--- config.mk ---
export PLATFORM = sky130hd
export DESIGN_NAME = euler_update_stage
export DESIGN_NICKNAME = d
export VERILOG_FILES = /design/src/rtl/euler_update_stage.sv
export SDC_FILE = /design/constraint.sdc
export NUM_CORES = 1
export LEC_CHECK = 0
export ABC_AREA = 1
export CORE_MARGIN = 2
export CORE_UTILIZATION = 40
export DETAILED_ROUTE_END_ITERATION = 6
export DONT_BUFFER_PORTS = 1
export GPL_TIMING_DRIVEN = 1
export MAX_ROUTING_LAYER = met4
export PLACE_DENSITY_LB_ADDON = 0.25
export REMOVE_ABC_BUFFERS = 1
export SYNTH_ARGS = -nofsm -noshare
export SYNTH_HDL_FRONTEND = slang
export SYNTH_SLANG_ARGS = --single-unit
--- constraint.sdc ---
create_clock -name clk -period 5.8 [get_ports clk]
set_input_delay 0.29 -clock clk [delete_from_list [all_inputs] [get_ports clk]]
set_output_delay 0.29 -clock clk [all_outputs]
set_load 0.02 [all_outputs]
--- src/rtl/euler_update_stage.sv ---
// euler_update_stage: write-back stage of the Euler integrator.
// Consumes one row result per data_ready and writes x_next[row] = x[row] + h*acc
// into the shadow region, reading x[row] from the current region.
module euler_update_stage #(
  parameter int ADD_SIZE  = 16,
  parameter int DATA_SIZE = 16,
  parameter int FRAC_BITS = 8,
  parameter int MAX_DIM   = 6,
  parameter int X_BASE    = 0,
  parameter int WR_BASE   = 64
) (
  input  logic                 clk,
  input  logic                 rst,
  input  logic                 start,
  input  logic [MAX_DIM-1:0]   shape_0,
  input  logic [DATA_SIZE-1:0] step_h,
  input  logic                 data_ready,
  input  logic [DATA_SIZE-1:0] out_acc,
  input  logic                 acc_overflow,
  output logic [ADD_SIZE-1:0]  vec_rd_addr,
  input  logic [DATA_SIZE-1:0] vec_rd_data,
  output logic                 vec_wr_en,
  output logic [ADD_SIZE-1:0]  vec_wr_addr,
  output logic [DATA_SIZE-1:0] vec_wr_data,
  output logic                 step_done,
  output logic                 busy,
  output logic                 overflow
);

  typedef enum logic [1:0] {S_IDLE, S_RD_X, S_MUL, S_WR} state_t;

  // Clamp a full-width product (already scaled) to DATA_SIZE; MSB of result = clamp flag.
  function automatic logic [DATA_SIZE:0] sat_prod(input logic signed [2*DATA_SIZE-1:0] v);
    logic [DATA_SIZE:0] r;
    if ((&v[2*DATA_SIZE-1:DATA_SIZE-1]) || !(|v[2*DATA_SIZE-1:DATA_SIZE-1]))
      r = {1'b0, v[DATA_SIZE-1:0]};
    else if (v[2*DATA_SIZE-1])
      r = {1'b1, 1'b1, {(DATA_SIZE-1){1'b0}}};
    else
      r = {1'b1, 1'b0, {(DATA_SIZE-1){1'b1}}};
    return r;
  endfunction

  // Clamp a one-bit-wider sum to DATA_SIZE; MSB of result = clamp flag.
  function automatic logic [DATA_SIZE:0] sat_sum(input logic signed [DATA_SIZE:0] v);
    logic [DATA_SIZE:0] r;
    if (v[DATA_SIZE] == v[DATA_SIZE-1])
      r = {1'b0, v[DATA_SIZE-1:0]};
    else if (v[DATA_SIZE])
      r = {1'b1, 1'b1, {(DATA_SIZE-1){1'b0}}};
    else
      r = {1'b1, 1'b0, {(DATA_SIZE-1){1'b1}}};
    return r;
  endfunction

  // control state
  state_t               r_state;
  state_t               w_state_nxt;
  logic [MAX_DIM-1:0]   r_row;
  logic [MAX_DIM-1:0]   r_shape;
  logic                 r_busy;
  logic                 r_ovf;
  logic [1:0]           r_fifo_cnt;
  logic                 r_fifo_wptr;
  logic                 r_fifo_rptr;
  logic [ADD_SIZE-1:0]  r_rd_addr_hold;

  // datapath registers (no reset: qualified by control state)
  logic signed [DATA_SIZE-1:0] r_fifo_mem [2];
  logic signed [DATA_SIZE-1:0] r_h;
  logic signed [DATA_SIZE-1:0] r_acc_p0;
  logic signed [DATA_SIZE-1:0] r_x_p1;
  logic signed [DATA_SIZE-1:0] r_prod_p1;

  logic                          w_push_req;
  logic                          w_push_ok;
  logic                          w_drop;
  logic                          w_pop;
  logic                          w_fifo_full;
  logic                          w_fifo_widx;
  logic                          w_last_row;
  logic                          w_wr_en;
  logic                          w_done;
  logic [ADD_SIZE-1:0]           w_x_addr;
  logic signed [2*DATA_SIZE-1:0] w_prod_full;
  logic signed [2*DATA_SIZE-1:0] w_prod_shr;
  logic                          w_prod_sat;
  logic signed [DATA_SIZE-1:0]   w_prod_val;
  logic signed [DATA_SIZE:0]     w_sum;
  logic                          w_sum_sat;
  logic signed [DATA_SIZE-1:0]   w_sum_val;

  // A start clears the FIFO first, so a same-cycle push always lands in slot 0.
  assign w_fifo_full = (r_fifo_cnt == 2'd2);
  assign w_pop       = (r_state == S_RD_X) && !start;
  assign w_push_req  = data_ready && (r_busy || start);
  assign w_push_ok   = w_push_req && (start || !w_fifo_full || w_pop);
  assign w_drop      = w_push_req && !start && w_fifo_full && !w_pop;
  assign w_fifo_widx = start ? 1'b0 : r_fifo_wptr;

  assign w_last_row  = (r_row == (r_shape - MAX_DIM'(1)));
  assign w_x_addr    = ADD_SIZE'(X_BASE) + ADD_SIZE'(r_row);

  assign w_prod_full = (2*DATA_SIZE)'(r_acc_p0) * (2*DATA_SIZE)'(r_h);
  assign w_prod_shr  = w_prod_full >>> FRAC_BITS;
  assign {w_prod_sat, w_prod_val} = sat_prod(w_prod_shr);

  assign w_sum = (DATA_SIZE+1)'(r_x_p1) + (DATA_SIZE+1)'(r_prod_p1);
  assign {w_sum_sat, w_sum_val} = sat_sum(w_sum);

  // Next-state and strobe decode; a start in any state aborts back to IDLE without writing.
  always_comb begin
    w_state_nxt = r_state;
    w_wr_en     = 1'b0;
    w_done      = 1'b0;
    unique case (r_state)
      S_IDLE: if (r_busy && (r_fifo_cnt != 2'd0)) w_state_nxt = S_RD_X;
      S_RD_X: w_state_nxt = S_MUL;
      S_MUL:  w_state_nxt = S_WR;
      S_WR: begin
        w_wr_en = 1'b1;
        if (w_last_row) begin
          w_done      = 1'b1;
          w_state_nxt = S_IDLE;
        end else if (r_fifo_cnt != 2'd0) begin
          w_state_nxt = S_RD_X;
        end else begin
          w_state_nxt = S_IDLE;
        end
      end
      default: w_state_nxt = S_IDLE;
    endcase
    if (start) begin
      w_state_nxt = S_IDLE;
      w_wr_en     = 1'b0;
      w_done      = 1'b0;
    end
  end

  // FSM state register.
  always_ff @(posedge clk or negedge rst) begin
    if (!rst) r_state <= S_IDLE;
    else      r_state <= w_state_nxt;
  end

  // Step bookkeeping: row counter, busy, sampled shape, sticky overflow.
  always_ff @(posedge clk or negedge rst) begin
    if (!rst) begin
      r_row   <= '0;
      r_shape <= '0;
      r_busy  <= 1'b0;
      r_ovf   <= 1'b0;
    end else if (start) begin
      r_row   <= '0;
      r_shape <= shape_0;
      r_busy  <= 1'b1;
      r_ovf   <= acc_overflow;
    end else begin
      if (w_wr_en) r_row <= w_done ? '0 : r_row + MAX_DIM'(1);
      if (w_done)  r_busy <= 1'b0;
      r_ovf <= r_ovf | acc_overflow | w_drop
             | (w_wr_en && w_sum_sat)
             | ((r_state == S_MUL) && w_prod_sat);
    end
  end

  // Two-entry input FIFO pointers and occupancy.
  always_ff @(posedge clk or negedge rst) begin
    if (!rst) begin
      r_fifo_cnt  <= 2'd0;
      r_fifo_wptr <= 1'b0;
      r_fifo_rptr <= 1'b0;
    end else if (start) begin
      r_fifo_cnt  <= w_push_ok ? 2'd1 : 2'd0;
      r_fifo_wptr <= w_push_ok;
      r_fifo_rptr <= 1'b0;
    end else begin
      if (w_push_ok) r_fifo_wptr <= ~r_fifo_wptr;
      if (w_pop)     r_fifo_rptr <= ~r_fifo_rptr;
      unique case ({w_push_ok, w_pop})
        2'b10:   r_fifo_cnt <= r_fifo_cnt + 2'd1;
        2'b01:   r_fifo_cnt <= r_fifo_cnt - 2'd1;
        default: r_fifo_cnt <= r_fifo_cnt;
      endcase
    end
  end

  // Remember the last x address so the read port holds steady between reads.
  always_ff @(posedge clk or negedge rst) begin
    if (!rst)                    r_rd_addr_hold <= '0;
    else if (r_state == S_RD_X) r_rd_addr_hold <= w_x_addr;
  end

  // Datapath: FIFO storage, h capture, p0 = popped acc, p1 = x and scaled product.
  always_ff @(posedge clk) begin
    if (w_push_ok) r_fifo_mem[w_fifo_widx] <= out_acc;
    if (start) r_h <= step_h;
    if (r_state == S_RD_X) r_acc_p0 <= r_fifo_mem[r_fifo_rptr];
    // ---- p0 -> p1 boundary ----
    if (r_state == S_MUL) begin
      r_x_p1    <= vec_rd_data;
      r_prod_p1 <= w_prod_val;
    end
  end

  assign vec_rd_addr = (r_state == S_RD_X) ? w_x_addr : r_rd_addr_hold;
  assign vec_wr_en   = w_wr_en;
  assign vec_wr_addr = w_wr_en ? (ADD_SIZE'(WR_BASE) + ADD_SIZE'(r_row)) : '0;
  assign vec_wr_data = w_wr_en ? w_sum_val : '0;
  assign step_done   = w_done;
  assign busy        = r_busy;
  assign overflow    = r_ovf;

endmodule

Word level (Yosys, flattened, before mapping) --
Memories as Yosys holds them, arrays and structs flattened. A register that Yosys moved wholly into a read port is not among the register bits. Cells that the tools add are included.
Word-level totals: flip-flop bits (word level) 84, bits in writable memories 32, input port bits 59, logic and storage cells 94, memories kept 1
Operators by class: $add $sub $neg 6, multiply operators 1, equal/unequal tests 9, muxes and demuxes 33, bitwise operators 6, reductions and logical operators 26
Memory list:
- r_fifo_mem | depth 2, bits a word 16, read ports 1, clocked after memory_dff 1, wr ports 1, line 69 | logic signed [DATA_SIZE-1:0] r_fifo_mem [2];
Operators by type and width (number):
- 2-to-1 mux 16 bit | 4
- 2-to-1 mux 17 bit | 2
- multiplier 16 x 16 -> 32 bit | 1
- 2-to-1 mux 1 bit | 18
- 2-to-1 mux 6 bit | 3
- adder 16 x 16 -> 17 bit | 1
- nonzero test 2 bit | 5
- logical AND 1 bit | 9
- AND reduction 9 bit | 1
- OR reduction 9 bit | 1
- adder 7 x 6 -> 8 bit (first input constant) | 1
- == test 2 bit (second input constant) | 4
- 2-to-1 mux 8 bit | 1
- one-hot mux 2 bit (4 select lines) | 1
- adder 6 x 1 -> 6 bit (second input constant) | 1
- == test 6 bit | 1
- 2-to-1 mux 2 bit | 3
- subtractor 6 x 1 -> 6 bit (second input constant) | 1
- == test 2 x 1 -> 1 bit (second input constant) | 2
- zero test 1 bit | 4
- logical OR 1 bit | 4
- OR 1 bit | 4
- one-hot mux 2 bit (2 select lines) | 1
- inequality test 3 bit (second input constant) | 1
- 6 further kinds | 7

Longest topological paths before layout --
depth in word-level cells 9, depth in mapped cells 35, gate-level depth less buffers 34

Least setup slack after synthesis --
OpenSTA, ideal clock, no wires.
path type register to register, start point register r_acc_p0[15], read port of r_fifo_mem, end point register r_prod_p1[10], data pin, arrival time 6.039 ns, required time 5.548 ns, setup slack -0.491 ns, cell stages (with the launch flop) 29, path buffers 2, cell sequence edfxtp_1 > clkbuf_1 > nand2_1 > inv_1 > fa_1 > inv_1 > fa_1 > inv_1 > fa_1 > inv_1 > fa_1 > inv_1 > fa_1 > fa_1 > ha_1 > inv_1 > nor3_1 > nand2_1 > nor2_1 > nand2_2 > nand2_1 > nand2_1 > nand2_1 > nand2_1 > nor2_1 > nand3_2 > nand3_2 > buf_6 > nand2_1
On the way: word-level cells in the longest chain between the ends 5
Ends and longest elaborated chain:
- start, declared | line 71 | logic signed [DATA_SIZE-1:0] r_acc_p0;
- multiplier 16 x 16 -> 32 bit * | line 104 | assign w_prod_full = (2*DATA_SIZE)'(r_acc_p0) * (2*DATA_SIZE)'(r_h);
- OR reduction 9 bit | line 35 | if ((&v[2*DATA_SIZE-1:DATA_SIZE-1]) || !(|v[2*DATA_SIZE-1:DATA_SIZE-1]))
- zero test 1 bit | line 35
- logical OR 1 bit | line 35
- 2-to-1 mux 17 bit * | line 35
- net w_prod_val[10] | line 88 | logic signed [DATA_SIZE-1:0] w_prod_val;
- end signal, assigned | line 202 | r_prod_p1 <= w_prod_val;
- end, declared | line 73 | logic signed [DATA_SIZE-1:0] r_prod_p1;
Mark *: on every way through the listed nets, which the timed path passes. The rest lies on a longest branch. A chain may end at the register's enable or synchronous reset.

Worst setup path after layout --
start point register r_acc_p0[15], read port of r_fifo_mem, end point register r_prod_p1[4], data pin
Same word-level chain as after synthesis.

==> run summary <==
Vias - 12,800
Worst r2r path cells - 30
CTS root buf - clkbuf_16
H-Tree Depth - 4
TritonCTS clock tree - yes
Tcrit/Tclk final - 1.07
Layout cells sized above 1 - 0.141
Row count - 75
Vias in the first global route - 13,700
Initial DRT Pass Iterations - 5
DRT iter0 DRCs - 550
Initial antenna violation count - 0
Max incr delay on CP - 560 ps
Post-Layout Inst Area - 0.0202 mm^2
Setup_tns - -6760 ps
Starting Density - 0.403
First-pass GRT wire length - 66,500 um
Sequential area share after synthesis - 0.225
RSZ-0062 raised after global routing - yes
Clk sinks - 132
Clock Skews - 8.35 ps
Global-route total usage across every layer - 0.196
Critical path class - flop to flop
Final ANT Viol Nets - 0
Hpwl dp - 32,300 um
Cell Area, Synth - 0.0168 mm^2
Final core occ - 0.485
Clk pin slew, worst setup/hold paths - 60 ps
Placed cell areas - 0.0185 mm^2
Crit path launch type - flop
Required @ worst endpoint - 6090 ps
Die Area - 0.0436 mm^2
Max FO, Critical Path - 7
I/O Pins - 111
Hold Crit Depth - 3
Global route total overflow - 0
Slew @ Worst Pin - 1120 ps
DRC - 0
Pin count of the biggest net entering global routing - 37
Fmax - 161 MHz
EDFF count, synth - 96
Asr flop ratio synth - 0.273
Violated checks - setup timing
Buf/Inv on CP - 8
Synth area leaders - fa_1 (31%), edfxtp_1 (17%), inv_1 (13%), nand2_1 (12%), ha_1 (7.5%)
Max-cap violations - 0
Primary FF master, synth - edfxtp_1
Worst-Skew Late Latency - 430 ps
Bufs on Longest Clock Path - 2
Mean number of vias per cell - 4.62
Area growth, synth to finish - 20.4%
Avg Cell Area, Syn - 8.25 um^2
CP max stage cell - fa_1
Minimum clock period - 6230 ps
WL/cell - 14.2 um
YS warnings - 0
Yosys top cell area share - 0.312
Final worst slack - -427 ps
Yosys reg bits - 132
Crit. End Element - flop
Worst Min Path Start - start
Crit Reg-Reg Endpoint - r_prod_p1[4]
Chip width - 209 um
Inserted Clock Buffers - 17
Core area - 0.0417 mm^2
Max-slew headroom - 0.248
Nets - 2,638
DRT Wirelength - 39,200 um
Reg2Reg Launch Point - r_acc_p0[15]
Most common cell on crit path - fa_1
PortBufs - 0
Pins Over Slew Limit - 0
Die height - 209 um
Hold Path End - r_fifo_rptr
Distinct cell type count after synthesis - 39
Status - complete, but fails checks
Final hold violation count - 0
R2R setup slack - -430 ps
Mapped Cells - 2,036
Hold Crit Class - primary input to flop
Final setup violation count - 17
Largest area contributor in the netlist - fa_1
WP data arrival - 6520 ps
ANT cells - 0
Top Family by Delay on Critical Path - adder cells
Gpl congestion - 0.901
[per-stage QoR]
stage / cells / hold WS, ps / setup slack, ps
floorplan: 1969 / -5.59 / -389
global placement: 2663 / -4.89 / -477
detailed placement: 2663 / -5.07 / -590
CTS: 2764 / 41.7 / -397
global route: 2768 / 64.1 / -754
finish: 2768 / 65.0 / -427
[worst min-delay path: stages]
cell and delay [ps]:
nor2_1 40, nand2_1 50, o21ai_0 60
[flip-flops by register name (all words and copies together), names as in the netlist]
| signal | count |
|---|---|
| r_rd_addr_hold | 16 |
| r_fifo_mem | 32 |
| r_row | 6 |
| r_h | 16 |
| r_prod_p1 | 16 |
| r_fifo_cnt | 2 |
| r_x_p1 | 16 |
| overflow | 1 |
| r_fifo_rptr | 1 |
| busy | 1 |
| r_state | 2 |
| r_acc_p0 | 16 |
| r_shape | 6 |
| r_fifo_wptr | 1 |
[kinds of logic (layout without fill, tap and decap cells)]
family,count (synthesis),after routing,share of synthesized area
buf+inv,643,826,0.147
fa+ha+maj,363,363,0.388
other cells,1,9,0.000223
flops,132,132,0.225
xor+xnor,42,42,0.0219
compound gates,102,102,0.0320
mux,16,16,0.0107
simple gates,737,739,0.175
[cells in the final DEF, fill, tap and decap left out, drive strengths merged, types with 2 or more instances in the layout]
cell type,synthesis,final
inv,566,571
nand2,568,569
fa,262,262
buf,14,169
ha,101,101
edfxtp,96,96
nor2,90,90
dlygate4sd3,0,57
nand3,55,56
o21ai,45,45
a21oi,43,43
dfrtp,36,36
xor2,31,31
clkbuf,61,22
mux2,16,16
xnor2,11,11
conb,1,9
nand4,8,8
nor3,7,7
or2,6,6
a31oi,5,5
clkinv,2,4
o211ai,2,2
o31ai,2,2
clkinvlp,0,2
o22ai,2,2
[repair_timing]
item                                    in CTS  in global routing
resized for setup                           50                 51
cloned                                       0                  2
hold buffers                                59                  0
hold endpoints to repair                   124                  0
pin swaps                                   14                 18
setup buffers                               10                  4
endpoints found under the setup margin      17                 17
[synth_stat cells, types with 2 or more instances]
cell	count
clkbuf_1	59
edfxtp_1	96
ha_1	101
o31ai_1	2
mux2_2	16
nor3_1	7
buf_6	2
or2_2	6
a21oi_1	43
xor2_1	31
xnor2_1	11
nor2_1	88
nand4_1	8
o22ai_1	2
nand3_1	52
clkinv_1	2
dfrtp_1	36
inv_1	566
clkbuf_2	2
nand3_2	3
nand2_1	557
o21ai_0	44
buf_4	10
a31oi_1	5
nor2_2	2
fa_1	262
nand2_2	10
o211ai_1	2
[area by class of cell]
type	count	area, um^2
fillers	4009	21500
multi-input cells	1271	11000
flip-flops and latches	132	3780
inverters	568	2140
repair buffers	226	2080
well taps	539	674
clock buffers	22	485
clock inverters	10	91.3
[metal layers]
layer / routed length, um / track usage / part of all wire / up-vias
li1: - / - / - / 6273
met4: 932 / 0.0603 / 0.024 / 0
met3: 914 / 0.0176 / 0.023 / 56
met1: 17100 / 0.239 / 0.44 / 6295
met2: 20200 / 0.347 / 0.52 / 171
met5: 0 / - / 0 / -
[worst max-delay path by stage]
stage                            start            to  cells past startpoint
after global routing      r_acc_p0[15]      overflow                     31
final                     r_acc_p0[15]  r_prod_p1[4]                     30
after CTS                 r_acc_p0[15]  r_prod_p1[1]                     30
after global placement    r_acc_p0[15]  r_prod_p1[1]                     25
after floorplan                 r_h[1]  r_prod_p1[0]                     26
after detailed placement  r_acc_p0[15]  r_prod_p1[1]                     28
Power is not shown: default switching activity piles up to over one toggle a cycle in this logic, so the estimate is an artifact.
